## config.mk

```make
export PLATFORM = sky130hd
export DESIGN_NAME = clock_divider_n
export DESIGN_NICKNAME = d
export VERILOG_FILES = /design/src/rtl/clock_divider_n.sv
export SDC_FILE = /design/constraint.sdc
export NUM_CORES = 1
export LEC_CHECK = 0
export CORE_MARGIN = 8
export CORE_UTILIZATION = 51
export CTS_BUF_LIST = sky130_fd_sc_hd__clkbuf_16
export DETAILED_ROUTE_END_ITERATION = 8
export GPL_TIMING_DRIVEN = 0
export HOLD_SLACK_MARGIN = 0.12
export PLACE_DENSITY_LB_ADDON = 0.12
export SETUP_SLACK_MARGIN = 0.05
export SYNTH_ARGS = -nofsm -noshare
export SYNTH_HDL_FRONTEND = slang
export SYNTH_SLANG_ARGS = --single-unit
```

## constraint.sdc

```tcl
create_clock -name clk_i -period 2.2 [get_ports clk_i]
set_input_delay 0.55 -clock clk_i [delete_from_list [all_inputs] [get_ports clk_i]]
set_output_delay 0.55 -clock clk_i [all_outputs]
set_load 0.05 [all_outputs]
```

## src/rtl/clock_divider_n.sv

```systemverilog
// clock_divider_n: 50%-duty programmable clock divider, any N >= 2 (odd or even).
// Divisor changes apply only at period boundaries, so clk_o never glitches.
// Optional macro CLOCK_DIVIDER_N_PHASE_OUT_EN adds phase_o (current count in period).
module clock_divider_n #(
  parameter int unsigned DIV_W       = 8,
  parameter int unsigned DIV_DEFAULT = 3
) (
  input  logic             clk_i,
  input  logic             reset_i,
  input  logic             en_i,
  input  logic [DIV_W-1:0] div_i,
  input  logic             div_load_i,
  output logic             clk_o,
  output logic             tick_o,
  output logic             div_ack_o,
  output logic             div_err_o
`ifdef CLOCK_DIVIDER_N_PHASE_OUT_EN
  ,
  output logic [DIV_W-1:0] phase_o
`endif
);

  localparam int unsigned HW = DIV_W + 1;
  localparam logic [DIV_W-1:0] DIV_RST = DIV_W'(DIV_DEFAULT);

  typedef enum logic {
    IDLE = 1'b0,
    RUN  = 1'b1
  } state_t;

  state_t           state_q, state_d;
  logic [DIV_W-1:0] cnt_q, cnt_d;
  logic [DIV_W-1:0] div_q, div_d;
  logic [DIV_W-1:0] pend_q, pend_d;
  logic             pend_v_q, pend_v_d;
  logic             pos_q, pos_d;
  logic             neg_q;
  logic             tick_q, tick_d;
  logic             ack_q, ack_d;
  logic             err_q, err_d;
  logic             load_ok;
  logic             boundary;
  logic             start;
  logic [HW-1:0]    half_w;
  logic [HW-1:0]    cnt_nxt_w;

  // Half-period and next count, widened so div_q = 2^DIV_W-1 cannot overflow
  assign half_w    = (HW'(div_q) + HW'(1)) >> 1;
  assign cnt_nxt_w = HW'(cnt_q) + HW'(1);
  assign boundary  = (cnt_q == (div_q - DIV_W'(1)));

  // Next-state: phase counting, period start/stop, divisor loading
  always_comb begin
    state_d  = state_q;
    cnt_d    = cnt_q;
    div_d    = div_q;
    pend_d   = pend_q;
    pend_v_d = pend_v_q;
    pos_d    = pos_q;
    tick_d   = 1'b0;
    ack_d    = 1'b0;
    start    = 1'b0;

    load_ok = div_load_i && (div_i >= DIV_W'(2));
    err_d   = div_load_i && !load_ok;

    // A valid load always lands in pending (last wins); a same-edge start consumes it
    if (load_ok) begin
      pend_d   = div_i;
      pend_v_d = 1'b1;
    end

    case (state_q)
      IDLE: begin
        cnt_d = '0;
        pos_d = 1'b0;
        if (en_i) begin
          start = 1'b1;
        end
      end
      RUN: begin
        if (!boundary) begin
          cnt_d = cnt_q + DIV_W'(1);
          pos_d = (cnt_nxt_w < half_w);
        end else if (!en_i) begin
          state_d = IDLE;
          cnt_d   = '0;
          pos_d   = 1'b0;
        end else begin
          start = 1'b1;
        end
      end
      default: begin
        state_d = IDLE;
      end
    endcase

    // Period start: swap in a pending divisor, then restart the high phase
    if (start) begin
      if (pend_v_d) begin
        div_d    = pend_d;
        ack_d    = 1'b1;
        pend_v_d = 1'b0;
      end
      state_d = RUN;
      cnt_d   = '0;
      pos_d   = 1'b1;
      tick_d  = 1'b1;
    end
  end

  // State register with synchronous reset
  always_ff @(posedge clk_i) begin
    if (reset_i) begin
      state_q  <= IDLE;
      cnt_q    <= '0;
      div_q    <= DIV_RST;
      pend_q   <= '0;
      pend_v_q <= 1'b0;
      pos_q    <= 1'b0;
      tick_q   <= 1'b0;
      ack_q    <= 1'b0;
      err_q    <= 1'b0;
    end else begin
      state_q  <= state_d;
      cnt_q    <= cnt_d;
      div_q    <= div_d;
      pend_q   <= pend_d;
      pend_v_q <= pend_v_d;
      pos_q    <= pos_d;
      tick_q   <= tick_d;
      ack_q    <= ack_d;
      err_q    <= err_d;
    end
  end

  // Half-cycle delayed copy of pos_q, trims odd divisors to 50% duty
  always_ff @(negedge clk_i) begin
    if (reset_i) begin
      neg_q <= 1'b0;
    end else begin
      neg_q <= pos_q;
    end
  end

  // Odd divisors AND in the delayed copy; even divisors use pos_q directly
  assign clk_o     = div_q[0] ? (pos_q & neg_q) : pos_q;
  assign tick_o    = tick_q;
  assign div_ack_o = ack_q;
  assign div_err_o = err_q;

`ifdef CLOCK_DIVIDER_N_PHASE_OUT_EN
  assign phase_o = cnt_q;
`endif

endmodule

```

Word level (Yosys, flattened, before mapping)
Index checks and enable logic that the tools add are counted.
Word-level totals
  bits in latches: 0
  memories kept: 0
  logic and storage cells: 46
  register bits after elaboration: 31
  input port bits: 12
  ROM bits: 0
  bits in writable memories: 0
Cells by class
  shift-type cells: 0
  bitwise logic cells: 3
  add/subtract/negate cells: 4
  multiply operators: 0
  eq/ne operators: 3
  magnitude comparators: 2
  reductions and logical operators: 6
  multiplexer cells: 18
  div/mod/pow operators: 0
Operators with widths (count)
  $mux W8: 3
  $add A8 B1 Y9 const B: 2
  $pmux W8 S2: 1
  $mux W1: 12
  $lt A9 B8 Y1: 1
  $add A8 B1 Y8 const B: 1
  $eq A8 B8 Y1: 1
  $ge A8 B2 Y1 const B: 1
  $sub A8 B1 Y8 const B: 1
  $ne A4 B3 Y1 const B: 1
  $pmux W1 S2: 2
  $reduce_or A2 Y1: 2
  $ne A3 B3 Y1 const B: 1
  $logic_and A1 B1 Y1: 2
  $not A1 Y1: 2
  $reduce_and A2 Y1: 1
  $and A1 B1 Y1: 1
  $logic_not A1 Y1: 1

Longest topological paths before layout
  depth after elaboration: 6
  gate-level depth with buffers: 11
  mapped depth without buffers: 10

==> impl_metrics.env <==
export IMPL_outcome="complete, but fails checks"
export IMPL_violations_in_the_final_reports="negative setup slack"
export IMPL_number_of_distinct_library_cells_after_synthesis=37
export IMPL_min_hold_slack_ps=468
export IMPL_synthesis_yosys_warnings=0
export IMPL_vias=1434
export IMPL_cp_start_kind="flip-flop"
export IMPL_die_width_um=74.0
export IMPL_synth_yosys_seq_area_share_pct=36.1
export IMPL_critical_path_max_fanout=1
export IMPL_grt_util_all_layers_pct=15.5
export IMPL_dp_hpwl_um=2700
export IMPL_post_synthesis_register_bit_count=31
export IMPL_dieArea_um2=5480
export IMPL_maxCapViolations=0
export IMPL_leakage_nw=0.979
export IMPL_route_detailed_drc=0
export IMPL_worst_endpoint_arrival_ps=2070
export IMPL_slowest_delay_ps=300
export IMPL_setup_viols_final=2
export IMPL_avgViaCountPerCell=5.31
export IMPL_cp_data_required_time_ps=1650
export IMPL_synth_compound_area_share_pct=10.8
export IMPL_synthesis_area_per_instance_um2=8.86
export IMPL_synth_mux_area_fraction_pct=8.74
export IMPL_postLayoutSetupSlackWorst_ps=-421
export IMPL_drt_first_iter_violations=69
export IMPL_final_area_um2=2260
export IMPL_routabilityCongestion=0.932
export IMPL_path_clk_slew_ps=50
export IMPL_postPlaceCellArea_um2=1940
export IMPL_synthAdderAreaFrac_pct=7.28
export IMPL_rsz0062_at_grt="yes"
export IMPL_xor_xnor_share_of_the_synthesized_area_pct=11.2
export IMPL_core_rowCount=21
export IMPL_first_global_vias=1416
export IMPL_number_of_cells_in_the_finished_layout_apart_from_fillers=270
export IMPL_area_growth_synth_to_final_pct=31.6
export IMPL_power_density_nw_per_um2=677
export IMPL_synth_flop_cell="dfxtp_1"
export IMPL_port_buffer_count=14
export IMPL_numCtsBuffers=5
export IMPL_floorplan_die_height_um=74.0
export IMPL_place_detailed_instances=254
export IMPL_worst_pin_slew_ps=521
export IMPL_synth_largest_area_cell="dfxtp_1"
export IMPL_cts_max_path_buffers=2
export IMPL_timing_setup_critical_path_class="reg -> out"
export IMPL_slowest_stage="dfxtp_1"
export IMPL_layout_drive_gt1_share_pct=26.8
export IMPL_number_of_failing_hold_endpoints_at_the_final_stage=0
export IMPL_insertedDiodeCount=0
export IMPL_route_antenna_remaining_nets=0
export IMPL_core_area_um2=3280
export IMPL_worst_slew_margin_rel_pct=65.3
export IMPL_cts_hold_repair_buffers=0
export IMPL_post_synth_top_count_cell="dfxtp_1"
export IMPL_synth_async_reset_ratio_pct=0
export IMPL_synthesis_instances=194
export IMPL_initial_utilization_pct=52.3
export IMPL_cts_root_buf="clkbuf_16"
export IMPL_ir_worst_vdd_uv=391
export IMPL_worstHoldPathType="reg -> reg"
export IMPL_route_detailed_wl_per_inst_um=15.2
export IMPL_synthTopCellsByArea="dfxtp_1, ha_1, xnor2_1"
export IMPL_sink_count=31
export IMPL_dr_pass1_iters=4
export IMPL_synth_net_count=216
export IMPL_grt_start_max_net_pins=11
export IMPL_postRouteWirelength_um=4100
export IMPL_grt_overflow_total=0
export IMPL_netlist_area_um2=1720
export IMPL_insertion_delay_ps=340
export IMPL_timing_critical_path_cells="o21a_4 -> buf_6"
export IMPL_final_net_count=245
export IMPL_edff_count_synth=0
export IMPL_grt_antenna_before_repair=0
export IMPL_grt_pass1_wl_um=6580
export IMPL_yosysTopAreaCellShare_pct=36.1
export IMPL_synth_simple_gate_area_share_pct=21.3
export IMPL_io_pins=16
export IMPL_clock_tree_from_tritoncts="built"
export IMPL_endpoint_kind="primary output"
export IMPL_filler_cell_count=281
export IMPL_finalMaxSlewViolations=0
export IMPL_synth_commonest_cells="dfxtp_1, nand2_1, nor2_1, xnor2_1, nor2b_1"
export IMPL_clock_tree_htree_level_count=2
export IMPL_largest_family_of_logic_cells_by_synthesized_area="simple AND/OR/NAND/NOR gates"
export IMPL_skew_ps=68.3
==> logic make-up after synthesis <==
kind of cell,Yosys count
and+or+nand+nor,74
DFF,31
AOI/OAI and AO/OA,28
xor gates and xnor gates,22
buffers and inverters,18
muxes,11
adders and majority gates,10
==> routing by layer <==
layer | wire length [um] | global-route usage [%]
met4 | 81 | 7.10
met3 | 113 | 3.91
met5 | 0 | 0
met2 | 2030 | 25.0
met1 | 1870 | 18.8
==> cell usage in the layout, fill, tap and decap left out, types with 2 or more instances in the layout <==
cell type	count
mux2i_1	3
nor2b_1	12
clkbuf_8	2
inv_1	7
a22oi_1	2
nand2_1	21
nor2_1	12
nand3_1	6
a21o_1	2
xnor2_1	12
dlygate4sd2_1	4
ha_1	8
o211ai_1	2
a311o_1	2
clkdlybuf4s50_1	6
a21oi_1	11
nand4_1	5
buf_6	3
dfxtp_4	2
mux2_4	8
clkbuf_16	5
buf_4	11
and3_1	2
dfxtp_2	5
o21ai_0	2
nor3_1	2
clkbuf_2	2
clkbuf_1	2
xor2_1	8
dfxtp_1	24
xnor2_2	2
inv_2	2
==> through the flow <==
step	utilization, %	setup TNS [ps]	total power, W	setup WS [ps]
floorplan	-	-253	0.000796	-36.1
global placement	59.1	-8720	0.000855	-665
detailed placement	59.1	-9330	0.000862	-666
CTS	67.3	-598	0.00152	-423
global route	68.8	-802	0.00160	-445
finish	68.8	-679	0.00153	-421
==> worst paths after layout <==
kind,startpoint,end,slack [ps],cells after the start
worst max register to register,cnt_q[0]$_SDFFE_PP0P_,pos_q$_SDFFE_PP0P_,-260,10
worst min register to register,pend_q[5]$_SDFF_PP0_,pend_q[5]$_SDFF_PP0_,470,2
worst max-delay path,neg_q$_SDFF_NP0_,clk_o,-420,2
worst min-delay path,pend_q[5]$_SDFF_PP0_,pend_q[5]$_SDFF_PP0_,470,2
==> timing repair <==
action                     CTS  global route
setup endpoints to repair   22            12
resized for setup           43            16
pin swaps                   10            10
buffers inserted             8             1
==> worst max-delay path, delay by kind of cell, from the launching register on <==
family / cells / cell delay [ps]
compound gates: 1 / 190
flops: 1 / 300
buf+inv: 1 / 140
==> flip-flops by register name, indices dropped and copies added (netlist names) <==
register	count
cnt_q	8
div_ack_o	1
div_err_o	1
div_q	8
neg_q	1
pend_q	8
pend_v_q	1
pos_q	1
state_q	1
tick_o	1
==> final cells by class <==
type | instances | area [um^2] | share of cell area, %
timing repair buffer | 23 | 194 | 8.58
sequential | 31 | 634 | 28.1
buffer | 9 | 77.6 | 3.43
inverter | 7 | 28.8 | 1.27
clock inverter | 4 | 16.3 | 0.719
tap | 46 | 57.6 | 2.55
clock buffer | 5 | 125 | 5.53
multi-input combinational | 145 | 1130 | 49.9
==> report_power, final <==
group          internal (W)  switching, W  total (W)
Clock              0.000410      0.000230   0.000640
Sequential         0.000593     0.0000258   0.000619
Combinational      0.000133      0.000139   0.000272
Total               0.00114      0.000395    0.00153
(Power assumes the default switching activity.)
